`config.mk`:
```
export PLATFORM = sky130hd
export DESIGN_NAME = imem_loader
export DESIGN_NICKNAME = d
export VERILOG_FILES = /design/src/rtl/imem_loader.sv
export SDC_FILE = /design/constraint.sdc
export NUM_CORES = 1
export LEC_CHECK = 0
export BUFFER_PORTS_ARGS = -buffer_cell sky130_fd_sc_hd__buf_2
export CORE_MARGIN = 10
export CORE_UTILIZATION = 45
export CTS_BUF_LIST = sky130_fd_sc_hd__clkbuf_8
export DETAILED_ROUTE_END_ITERATION = 8
export GPL_ROUTABILITY_DRIVEN = 0
export PLACE_DENSITY_LB_ADDON = 0.3
export SYNTH_ARGS = -nofsm -noshare
export SYNTH_HDL_FRONTEND = slang
export SYNTH_SLANG_ARGS = --single-unit
```
`constraint.sdc`:
```
create_clock -name clk -period 2.1 [get_ports clk]
set_input_delay 0.21 -clock clk [delete_from_list [all_inputs] [get_ports clk]]
set_output_delay 0.21 -clock clk [all_outputs]
set_load 0.005 [all_outputs]
```
`src/rtl/imem_loader.sv`:
```
// imem_loader: boot-time program loader for the single-cycle MIPS core.
// Takes a byte stream of {len_hi, len_lo, 4*len program bytes (big-endian
// words), xor checksum}, writes each word into instruction memory and holds
// the core in reset until the whole image has been received and verified.
//
//   state  | meaning
//   -------+-----------------------------------------------------------
//   LEN_HI | waiting (without timeout) for the high byte of the word count
//   LEN_LO | waiting for the low byte; range-checks the full length
//   DATA   | assembling words MSB first, one imem write per 4 bytes
//   CSUM   | comparing the final byte with the running XOR
//   DONE   | image verified, core released; sticky until rst_n
//   ERR    | fault latched in err_code, core held; sticky until rst_n
module imem_loader #(
  parameter int ADDR_W  = 8,
  parameter int TIMEOUT = 1000000
) (
  input  logic              clk,
  input  logic              rst_n,
  input  logic              rx_valid,
  input  logic [7:0]        rx_data,
  output logic              rx_ready,
  output logic              imem_we,
  output logic [ADDR_W-1:0] imem_addr,
  output logic [31:0]       imem_wdata,
  output logic              core_rst_n,
  output logic              done,
  output logic [1:0]        err_code
);

  typedef enum logic [2:0] {
    LEN_HI = 3'd0,
    LEN_LO = 3'd1,
    DATA   = 3'd2,
    CSUM   = 3'd3,
    DONE   = 3'd4,
    ERR    = 3'd5
  } state_t;

  localparam logic [1:0] ERR_CSUM    = 2'd1;
  localparam logic [1:0] ERR_LEN     = 2'd2;
  localparam logic [1:0] ERR_TIMEOUT = 2'd3;

  // Idle timer counts down from TIMEOUT-1; it expires on the idle edge that
  // finds it at zero, which is the TIMEOUT-th idle cycle after a byte.
  localparam int            TW        = (TIMEOUT > 1) ? $clog2(TIMEOUT) : 1;
  localparam logic [TW-1:0] IDLE_LOAD = TW'(TIMEOUT - 1);

  // Memory capacity in words, kept wide so the length compare cannot wrap.
  localparam logic [31:0] CAP_WORDS = 32'(1) << ADDR_W;

  state_t        state_q, state_d;
  logic [15:0]   len_q, len_d;
  logic [31:0]   asm_q, asm_d;
  logic [1:0]    byte_cnt_q, byte_cnt_d;
  logic [15:0]   word_cnt_q, word_cnt_d;
  logic [7:0]    xor_q, xor_d;
  logic [TW-1:0] idle_q, idle_d;

  logic              we_d;
  logic [ADDR_W-1:0] addr_d;
  logic [31:0]       wdata_d;
  logic [1:0]        err_d;
  logic              rdy_d;
  logic              done_d;

  logic        accept;
  logic        busy;
  logic        timeout_hit;
  logic [31:0] asm_next;
  logic [15:0] len_full;

  assign accept      = rx_valid & rx_ready;
  assign busy        = (state_q == LEN_LO) || (state_q == DATA) || (state_q == CSUM);
  assign timeout_hit = busy && !accept && (idle_q == '0);
  assign asm_next    = {asm_q[23:0], rx_data};
  assign len_full    = {len_q[15:8], rx_data};

  // Next-state, datapath and next-output logic.
  always_comb begin
    state_d    = state_q;
    len_d      = len_q;
    asm_d      = asm_q;
    byte_cnt_d = byte_cnt_q;
    word_cnt_d = word_cnt_q;
    xor_d      = xor_q;
    idle_d     = idle_q;
    we_d       = 1'b0;
    addr_d     = imem_addr;
    wdata_d    = imem_wdata;
    err_d      = err_code;

    if (accept) begin
      idle_d = IDLE_LOAD;
    end

    case (state_q)
      LEN_HI: begin
        if (accept) begin
          len_d[15:8] = rx_data;
          xor_d       = rx_data;
          state_d     = LEN_LO;
        end
      end

      LEN_LO: begin
        if (accept) begin
          len_d[7:0] = rx_data;
          xor_d      = xor_q ^ rx_data;
          byte_cnt_d = 2'd0;
          word_cnt_d = 16'd0;
          if ({16'd0, len_full} > CAP_WORDS) begin
            state_d = ERR;
            err_d   = ERR_LEN;
          end else if (len_full == 16'd0) begin
            state_d = CSUM;
          end else begin
            state_d = DATA;
          end
        end
      end

      DATA: begin
        if (accept) begin
          asm_d      = asm_next;
          xor_d      = xor_q ^ rx_data;
          byte_cnt_d = byte_cnt_q + 2'd1;
          if (byte_cnt_q == 2'd3) begin
            we_d       = 1'b1;
            addr_d     = ADDR_W'(word_cnt_q);
            wdata_d    = asm_next;
            word_cnt_d = word_cnt_q + 16'd1;
            if (word_cnt_q == (len_q - 16'd1)) begin
              state_d = CSUM;
            end
          end
        end
      end

      CSUM: begin
        if (accept) begin
          if (rx_data == xor_q) begin
            state_d = DONE;
          end else begin
            state_d = ERR;
            err_d   = ERR_CSUM;
          end
        end
      end

      default: begin
        // DONE and ERR are terminal until rst_n; bytes are refused.
      end
    endcase

    if (timeout_hit) begin
      state_d = ERR;
      err_d   = ERR_TIMEOUT;
    end else if (busy && !accept) begin
      idle_d = idle_q - TW'(1);
    end

    rdy_d  = (state_d == LEN_HI) || (state_d == LEN_LO) ||
             (state_d == DATA)   || (state_d == CSUM);
    done_d = (state_d == DONE);
  end

  // State register; rst_n aborts any load in progress.
  always_ff @(posedge clk or negedge rst_n) begin
    if (!rst_n) begin
      state_q <= LEN_HI;
    end else begin
      state_q <= state_d;
    end
  end

  // Datapath registers and registered outputs.
  always_ff @(posedge clk or negedge rst_n) begin
    if (!rst_n) begin
      len_q      <= '0;
      asm_q      <= '0;
      byte_cnt_q <= '0;
      word_cnt_q <= '0;
      xor_q      <= '0;
      idle_q     <= '0;
      rx_ready   <= 1'b1;
      imem_we    <= 1'b0;
      imem_addr  <= '0;
      imem_wdata <= '0;
      core_rst_n <= 1'b0;
      done       <= 1'b0;
      err_code   <= '0;
    end else begin
      len_q      <= len_d;
      asm_q      <= asm_d;
      byte_cnt_q <= byte_cnt_d;
      word_cnt_q <= word_cnt_d;
      xor_q      <= xor_d;
      idle_q     <= idle_d;
      rx_ready   <= rdy_d;
      imem_we    <= we_d;
      imem_addr  <= addr_d;
      imem_wdata <= wdata_d;
      core_rst_n <= done_d;
      done       <= done_d;
      err_code   <= err_d;
    end
  end

endmodule

```
Word-level counts from Yosys, hierarchy flattened
Index checks and enable logic that the tools add are counted.
- add/subtract/negate cells: 4
- $lt $le $gt $ge: 1
- equality and inequality tests: 19
- multiplexer cells: 33
- bitwise operators: 2
- reductions and logical operators: 24
- operator list (kind ; number):
    $mux 20 ; 3
    $mux 16 ; 3
    $pmux 16 s2 ; 1
    $mux 3 ; 8
    $logic_not 20->1 ; 1
    $sub 20x1->20 const B ; 1
    $add 16x1->16 const B ; 1
    $eq 16x16->1 ; 1
    $gt 16x9->1 const B ; 1
    $logic_not 16->1 ; 1
    $mux 8 ; 2
    $pmux 8 s2 ; 1
    $sub 16x1->16 const B ; 1
    $mux 2 ; 7
    $eq 3x2->1 const B ; 4
    $pmux 3 s4 ; 1
    $ne 3x3->1 const B ; 3
    $reduce_and 3->1 ; 3
    $eq 8x8->1 ; 1
    $pmux 2 s2 ; 2
    $xor 8x8->8 ; 1
    $eq 3x1->1 const B ; 2
    $logic_not 3->1 ; 2
    $ne 2x2->1 const B ; 3
    16 further kinds ; 29
- register bits: 134
- output and inout bits: 46

Longest topological paths before layout
Gate-level depths: netlist (run 1).
- word-level depth: 11
- gate-level depth with buffers: 9
- depth with buffers taken out: 8

Worst setup path after synthesis (run 1)
No wires, ideal clock.
- path type: register to register
- start point: reg len_q[0]
- end point: reg state_q[0]
- library setup time: 0.131 ns
- arrival: 2.148 ns
- required time: 1.969 ns
- slack: -0.179 ns
- stages on the path, launching flop included: 9
- path buffers: 0
- clock period less this slack: 2.279 ns
- cells stage by stage: dfrtp_1 > inv_1 > ha_1 > or3b_1 > or3_1 > mux2_1 > mux2i_1 > o22a_1 > o31ai_2
- longest elaborated chain between the ends: 7
- ends and longest elaborated chain (item ; RTL line ; source):
    from (decl) ; 53 ; logic [15:0] len_q, len_d;
    from (signal assigned) ; 194 ; len_q <= len_d;
    $sub 16x1->16 ; 133 ; if (word_cnt_q == (len_q - 16'd1)) begin
    $eq 16x16->1 ; 133 ;
    $mux 3 ; 133 ;
    $mux 3 ; 128 ; if (byte_cnt_q == 2'd3) begin
    $mux 3 ; 124 ; if (accept) begin
    $pmux 3 s4 ; 97 ; case (state_q)
    $mux 3 ; 156 ; if (timeout_hit) begin
    via state_d[0] ; 52 ; state_t state_q, state_d;
    to (signal assigned) ; 173 ; state_q <= state_d;
    to (decl) ; 52 ;
The timed path passes the listed nets, and every way through them passes these cells.
A chain may end at the register's enable or synchronous reset.

Final worst setup path (run 1)
Same ends and word-level chain as after synthesis.

==> impl_metrics.py, run 1 <==
metrics = {
    "floorplan": {
        "num_rows": 43,
        "die-area_mm2": 0.0192,
        "start_util": 0.457,
        "die_w_um": 139,
        "die_y_um": 139,
        "num_io_pins": 57,
        "core_region_area_mm2": 0.0138,
    },
    "sta": {
        "finalHoldViolCount": 0,
        "finalSetupViolCount": 4,
        "rsz0062_at_grt": "true",
        "tightest_slew_ns": 0.787,
        "final.setup_skew_ns": 0.0122,
        "tns_ns": -0.207,
        "slew_headroom": 0.474,
        "max_freq_mhz": 453,
        "min_period_over_period": 1.05,
        "drv_slew": 0,
        "setup_slack_ns": -0.106,
        "final.min_clock_period_ns": 2.21,
    },
    "layout": {
        "syn_to_final_growth_pct": 26.5,
        "multi_input_area_mm2": 0.00304,
        "stdcell_count": 865,
        "diodes": 0,
        "seq_area_mm2": 0.00335,
        "final_nets": 687,
        "n_fill_cell": 1101,
        "layout-drive-gt1-share": 0.412,
    },
    "clock_tree": {
        "root_buffer": "clkbuf_8",
        "cts_tree": "done",
        "cts_max_level": 4,
        "numCtsBuffers": 17,
        "clkSinkCount": 134,
        "clkTransAtPathRegs_ns": 0.08,
        "clockBufferDepth": 2,
        "clk_latency_ns": 0.46,
    },
    "setup_path": {
        "startpoint_type": "register",
        "cp_data_required_time_ns": 2.44,
        "rrSetupSlack_ns": -0.11,
        "arrival_ns": 2.54,
        "ff2ff_path_depth": 8,
        "worst_setup_path_end_kind": "register",
        "r2r_start": "len_q[0]",
        "worstReg2RegEnd": "state_q[0]",
        "crit_family": "simple AND/OR/NAND/NOR gates",
        "crit_slowest_cell": "dfrtp_1",
        "path_cells": "inv_2, ha_4, or3b_4, or3_4, mux2_4, mux2i_1, o22a_1, o31ai_2",
        "critPathKind": "reg2reg",
        "slowest_delay_ns": 0.41,
        "path_buf_inv": 1,
        "cp_max_fo": 4,
    },
    "outcome": {
        "violations": "negative setup slack",
        "status": "finished with violations",
    },
    "placement": {
        "hpwl_um": 10300,
        "port-buffer-count": 56,
        "dpl.cell_count": 822,
    },
    "logic_synthesis": {
        "synth_area_leader_cell": "dfrtp_1",
        "synth.distinct_cells": 58,
        "synth_seq_cells": 134,
        "yosysMostFrequentCell": "dfrtp_1",
        "synth_common_cells": "dfrtp_1, mux2_2, nand2_1",
        "yosys_warnings": 0,
        "avgSynthCellArea_um2": 11.6,
        "synth_seq_area_share": 0.531,
        "synth-main-ff-cell": "dfrtp_1",
        "synth-edff-count": 0,
        "synth_area_leaders": "dfrtp_1, mux2_2, xnor2_1, xor2_1, nand2_1",
        "synth_cells": 544,
        "synthArstFlopShare": 1.00,
        "yosys.area.top_type_share": 0.527,
        "syn_nets": 559,
        "syn_area_mm2": 0.00632,
    },
    "route": {
        "drtAntennaViolNets": 0,
        "drt_iter0_markers": 277,
        "dr.pass1.iters": 4,
        "wire_per_inst_um": 16.9,
        "viasPerCell": 5.36,
        "vias": 4635,
        "wl_um": 14600,
        "drc_errors": 0,
    },
    "global_route": {
        "grt_pass1_vias": 4892,
        "grt_antenna_before_repair": 0,
        "grt.met1_usage": 0.181,
        "grt_pass1_wl_um": 24100,
        "grt_use_total": 0.152,
        "grt_busiest_layer": "met2",
        "grt_max_degree": 61,
        "use_met2": 0.252,
        "grt_use_met3": 0.0438,
        "grt-ovfl-total": 0,
    },
    "pwr": {
        "p_leak_nw": 3.74,
        "ir_drop_mv": 0.505,
        "power_density_mw_per_mm2": 896,
    },
    "min_path": {
        "hold_depth": 3,
        "hold_start": "rx_data[0]",
        "hp-class": "in2reg",
        "holdPathEnd": "xor_q[0]",
    },
    "flow_run": {
        "maxCapViolations": 0,
    },
}
layout make-up:
cell class                 count  share of cell area
sequential                   134               0.420
multi-input combinational    377               0.380
timing repair buffer         134               0.116
clock buffer                  17              0.0293
tap                          180              0.0282
clock inverter                15              0.0233
inverter                       8             0.00376
worst max path at each step:
stage	from	endpoint	slack [ns]	cells after the start
after floorplan	idle_q[10]	idle_q[16]	-0.08	5
after global placement	idle_q[10]	idle_q[16]	-0.06	6
after detailed placement	idle_q[10]	idle_q[16]	-0.15	6
after CTS	len_q[6]	state_q[0]	-0.09	6
after global routing	len_q[0]	state_q[0]	-0.18	8
final	len_q[0]	state_q[0]	-0.11	8
per-stage QoR:
step | hold WS, ns | instance area, um2 | power [mW] | setup WS [ns] | utilization
global placement | 0.221 | 7300 | 4.75 | -0.0577 | 0.528
CTS | 0.0757 | 7850 | 7.15 | -0.0900 | 0.568
floorplan | -0.0856 | 6350 | 4.13 | -0.0837 | -
finish | 0.107 | 7990 | 7.16 | -0.106 | 0.578
global route | 0.0929 | 7990 | 7.55 | -0.183 | 0.578
detailed placement | 0.228 | 7300 | 4.83 | -0.146 | 0.528
worst reg2reg max path: cells and delay by family (launching register included):
| family | cells | cell delay [ns] |
|---|---|---|
| AOI/OAI and AO/OA | 2 | 0.24 |
| adders and majority gates | 1 | 0.14 |
| buffers and inverters | 1 | 0.09 |
| DFF | 1 | 0.41 |
| muxes | 2 | 0.46 |
| and+or+nand+nor | 2 | 0.75 |
per-layer routing:
| metal | vias up | part of all wire |
|---|---|---|
| met5 | - | 0 |
| met4 | 0 | 0.019 |
| met3 | 24 | 0.045 |
| met2 | 89 | 0.50 |
| met1 | 2342 | 0.43 |
| li1 | 2180 | - |
registers in the layout, summed over array words and instances (netlist names), 2 cells and up:
register    flops
asm_q          24
byte_cnt_q      2
err_code        2
idle_q         20
imem_addr       8
imem_wdata     32
len_q          16
state_q         3
word_cnt_q     16
xor_q           8
where the power goes:
group	total (mW)	internal [mW]	leakage [nW]	switching, mW
combinational	1.85	0.937	1.78	0.915
clock	2.24	1.11	0.206	1.13
sequential	3.08	2.85	1.76	0.229
cells by family (layout without fill, tap and decap cells):
kind of cell / count (synthesis) / count (layout) / synth area share
simple gates: 174 / 174 / 0.151
mux: 83 / 83 / 0.147
compound gates: 56 / 56 / 0.0576
buf+inv: 33 / 174 / 0.0228
flops: 134 / 134 / 0.531
fa+ha+maj: 4 / 4 / 0.00792
xor+xnor: 60 / 60 / 0.0832
cells in the final DEF, fill, tap and decap left out, types with 10 or more instances in the layout:
cell	n
mux2_2	70
xnor2_1	31
buf_2	55
dfrtp_1	133
nor2_1	35
o21ai_0	12
a21oi_1	17
buf_4	71
or3_1	10
xor2_1	29
nand2_1	43
clkbuf_8	17
what timing repair did:
item	4_1_cts	5_1_grt
pin swaps	9	10
buffers inserted	8	3
resized for setup	14	24
gates cloned	0	0
setup endpoints to repair	9	22
hold buffers	1	0
endpoints found under the hold margin	56	0
Power figures use the tool's default switching activity.
==> run 2: changes to the inputs <==
- CORE_ASPECT_RATIO: default -> 0.8
- clock period: 2.1 -> 2.4 ns (I/O delays scaled with it)
==> run 2 against run 1 <==
The flow now finishes without violations. Cell area down 6.6%. Sequential share of layout area rose by 3.0 points. Non-clock buffer count fell by 46. Combinational power is 34% lower. Cell count shrank 5.3%. Clock skew down 0.0035 ns. Count of clock-buffer cells in the layout increased by 2. Maximum frequency shrank 4.5%. First-iteration DRC count shrank 24%. Register-to-register slack gained 0.19 ns. Highest routed layer unchanged.
==> impl_metrics.py, run 2 (synthesis gave the netlist of run 1 again) <==
metrics = {
    "clock_tree": {
        "clkTransAtPathRegs_ns": 0.08,
        "root_buffer": "clkbuf_8",
        "clockBufferDepth": 2,
        "numCtsBuffers": 17,
        "clk_latency_ns": 0.43,
        "cts_tree": "done",
        "clkSinkCount": 134,
        "post_cts_buffers": 0,
        "cts_max_level": 4,
    },
    "route": {
        "wl_um": 13600,
        "drt_iter0_markers": 211,
        "viasPerCell": 5.42,
        "drtAntennaViolNets": 0,
        "vias": 4441,
        "drc_errors": 0,
        "dr.pass1.iters": 4,
        "wire_per_inst_um": 16.7,
    },
    "floorplan": {
        "die_w_um": 152,
        "start_util": 0.463,
        "num_rows": 38,
        "num_io_pins": 57,
        "die_y_um": 126,
        "die-area_mm2": 0.0192,
        "core_region_area_mm2": 0.0136,
    },
    "layout": {
        "largest-register": "imem_wdata",
        "final_cell_mix": "dfrtp_1, mux2_2, buf_2",
        "fin_util": 0.547,
        "final_nets": 641,
        "layout_commonest_cell": "dfrtp_1",
        "multi_input_area_mm2": 0.00287,
        "n_fill_cell": 1189,
        "syn_to_final_growth_pct": 18.1,
        "stdcell_count": 819,
        "diodes": 0,
        "largest_reg_flops": 32,
        "largestRegisters": "imem_wdata: 32 flops, asm_q: 24 flops, idle_q: 20 flops",
        "seq_area_mm2": 0.00335,
        "layout-drive-gt1-share": 0.330,
    },
    "pwr": {
        "power_density_mw_per_mm2": 802,
        "ir_drop_mv": 0.466,
        "p_leak_nw": 3.47,
    },
    "setup_path": {
        "crit_slowest_cell": "dfrtp_1",
        "slowest_delay_ns": 0.43,
        "path_buf_inv": 2,
        "path_cells": "inv_1, ha_2, or3b_4, buf_4, nor4_4, xnor2_1, a2111oi_2, o211ai_1, o31ai_2",
        "cp_max_fo": 5,
        "critPathKind": "reg2reg",
        "startpoint_type": "register",
        "cp_data_required_time_ns": 2.74,
        "worst_setup_path_end_kind": "register",
        "crit_family": "compound AO/OA/AOI/OAI gates",
        "arrival_ns": 2.66,
    },
    "global_route": {
        "grt_pass1_vias": 4541,
        "grt_max_degree": 62,
        "grt_antenna_before_repair": 0,
        "grt_pass1_wl_um": 23000,
        "grt_use_total": 0.145,
        "grt-ovfl-total": 0,
    },
    "placement": {
        "dpl.cell_count": 786,
        "hpwl_um": 9820,
        "dpl_worst_slack_ns": 0.0510,
        "port-buffer-count": 56,
    },
    "flow_run": {
        "maxCapViolations": 0,
    },
    "sta": {
        "drv_slew": 0,
        "timing.hold.ws_ns": 0.162,
        "finalSetupViolCount": 0,
        "finalHoldViolCount": 0,
        "final.min_clock_period_ns": 2.31,
        "tightest_slew_ns": 0.613,
        "slew_headroom": 0.591,
        "min_period_over_period": 0.963,
        "setup_slack_ns": 0.0889,
        "final.setup_skew_ns": 0.00868,
        "tns_ns": 0,
        "max_freq_mhz": 433,
        "rsz0062_at_grt": "true",
    },
    "min_path": {
        "hp-class": "in2reg",
    },
    "outcome": {
        "status": "complete, no violations",
    },
}
==> run 2: cell types whose count changed in the layout (fill, tap and decap cells not counted), moves of 3 or more <==
cell    previous run  this run
or4_4              6         2
nor4_4             6         3
or4_1              3         7
buf_4             71        30
buf_6              4         0
nor3_1             8        12
nor4_1             6         9
inv_1              6         9
==> run 2: metrics by stage <==
stage               instance area, um2  power, mW
CTS                               7430       6.01
finish                            7460       5.99
global route                      7460       6.34
floorplan                         6320       3.58
global placement                  6990       3.92
detailed placement                6990       3.97
==> run 2: worst reg2reg max path: stages (launching register included) <==
cell,delay (ns)
dfrtp_1,0.43
inv_1,0.10
ha_2,0.21
or3b_4,0.38
buf_4,0.15
nor4_4,0.13
xnor2_1,0.11
a2111oi_2,0.33
o211ai_1,0.17
o31ai_2,0.21
==> run 2: layout make-up <==
class                           instances  area share
Tap cell                              180      0.0302
Sequential cell                       134       0.449
Inverter                                8     0.00402
Timing Repair Buffer                   88      0.0738
Clock inverter                         13      0.0228
Multi-Input combinational cell        377       0.385
Clock buffer                           19      0.0350
==> run 2: layer usage <==
metal / vias up / GRT usage / part of all wire
li1: 2093 / - / -
met3: 9 / 0.0520 / 0.056
met2: 96 / 0.226 / 0.47
met5: - / 0 / 0
met4: 0 / 0.0381 / 0.0061
met1: 2243 / 0.186 / 0.47
==> run 2: power breakdown <==
| group | switching, mW | total [mW] | internal [mW] |
|---|---|---|---|
| Clock | 0.916 | 2.02 | 1.10 |
| Combinational | 0.639 | 1.23 | 0.591 |
| Sequential | 0.251 | 2.74 | 2.49 |
==> run 2: repair_timing <==
action	CTS	global route
hold endpoints to repair	35	0
resized for setup	0	7
hold buffers	1	0
endpoints found under the setup margin	0	4
==> run 2: final timing paths <==
kind	slack, ns	endpoint	cells past startpoint	startpoint
max	0.09	state_q[0]	9	len_q[0]
max in group asynchronous	1.37	rx_ready	3	rst_n
max reg2reg	0.09	state_q[0]	9	len_q[0]
min in group asynchronous	0.32	idle_q[17]	2	rst_n
min reg2reg	0.50	imem_wdata[31]	1	imem_wdata[31]
min	0.16	xor_q[3]	3	rx_data[3]
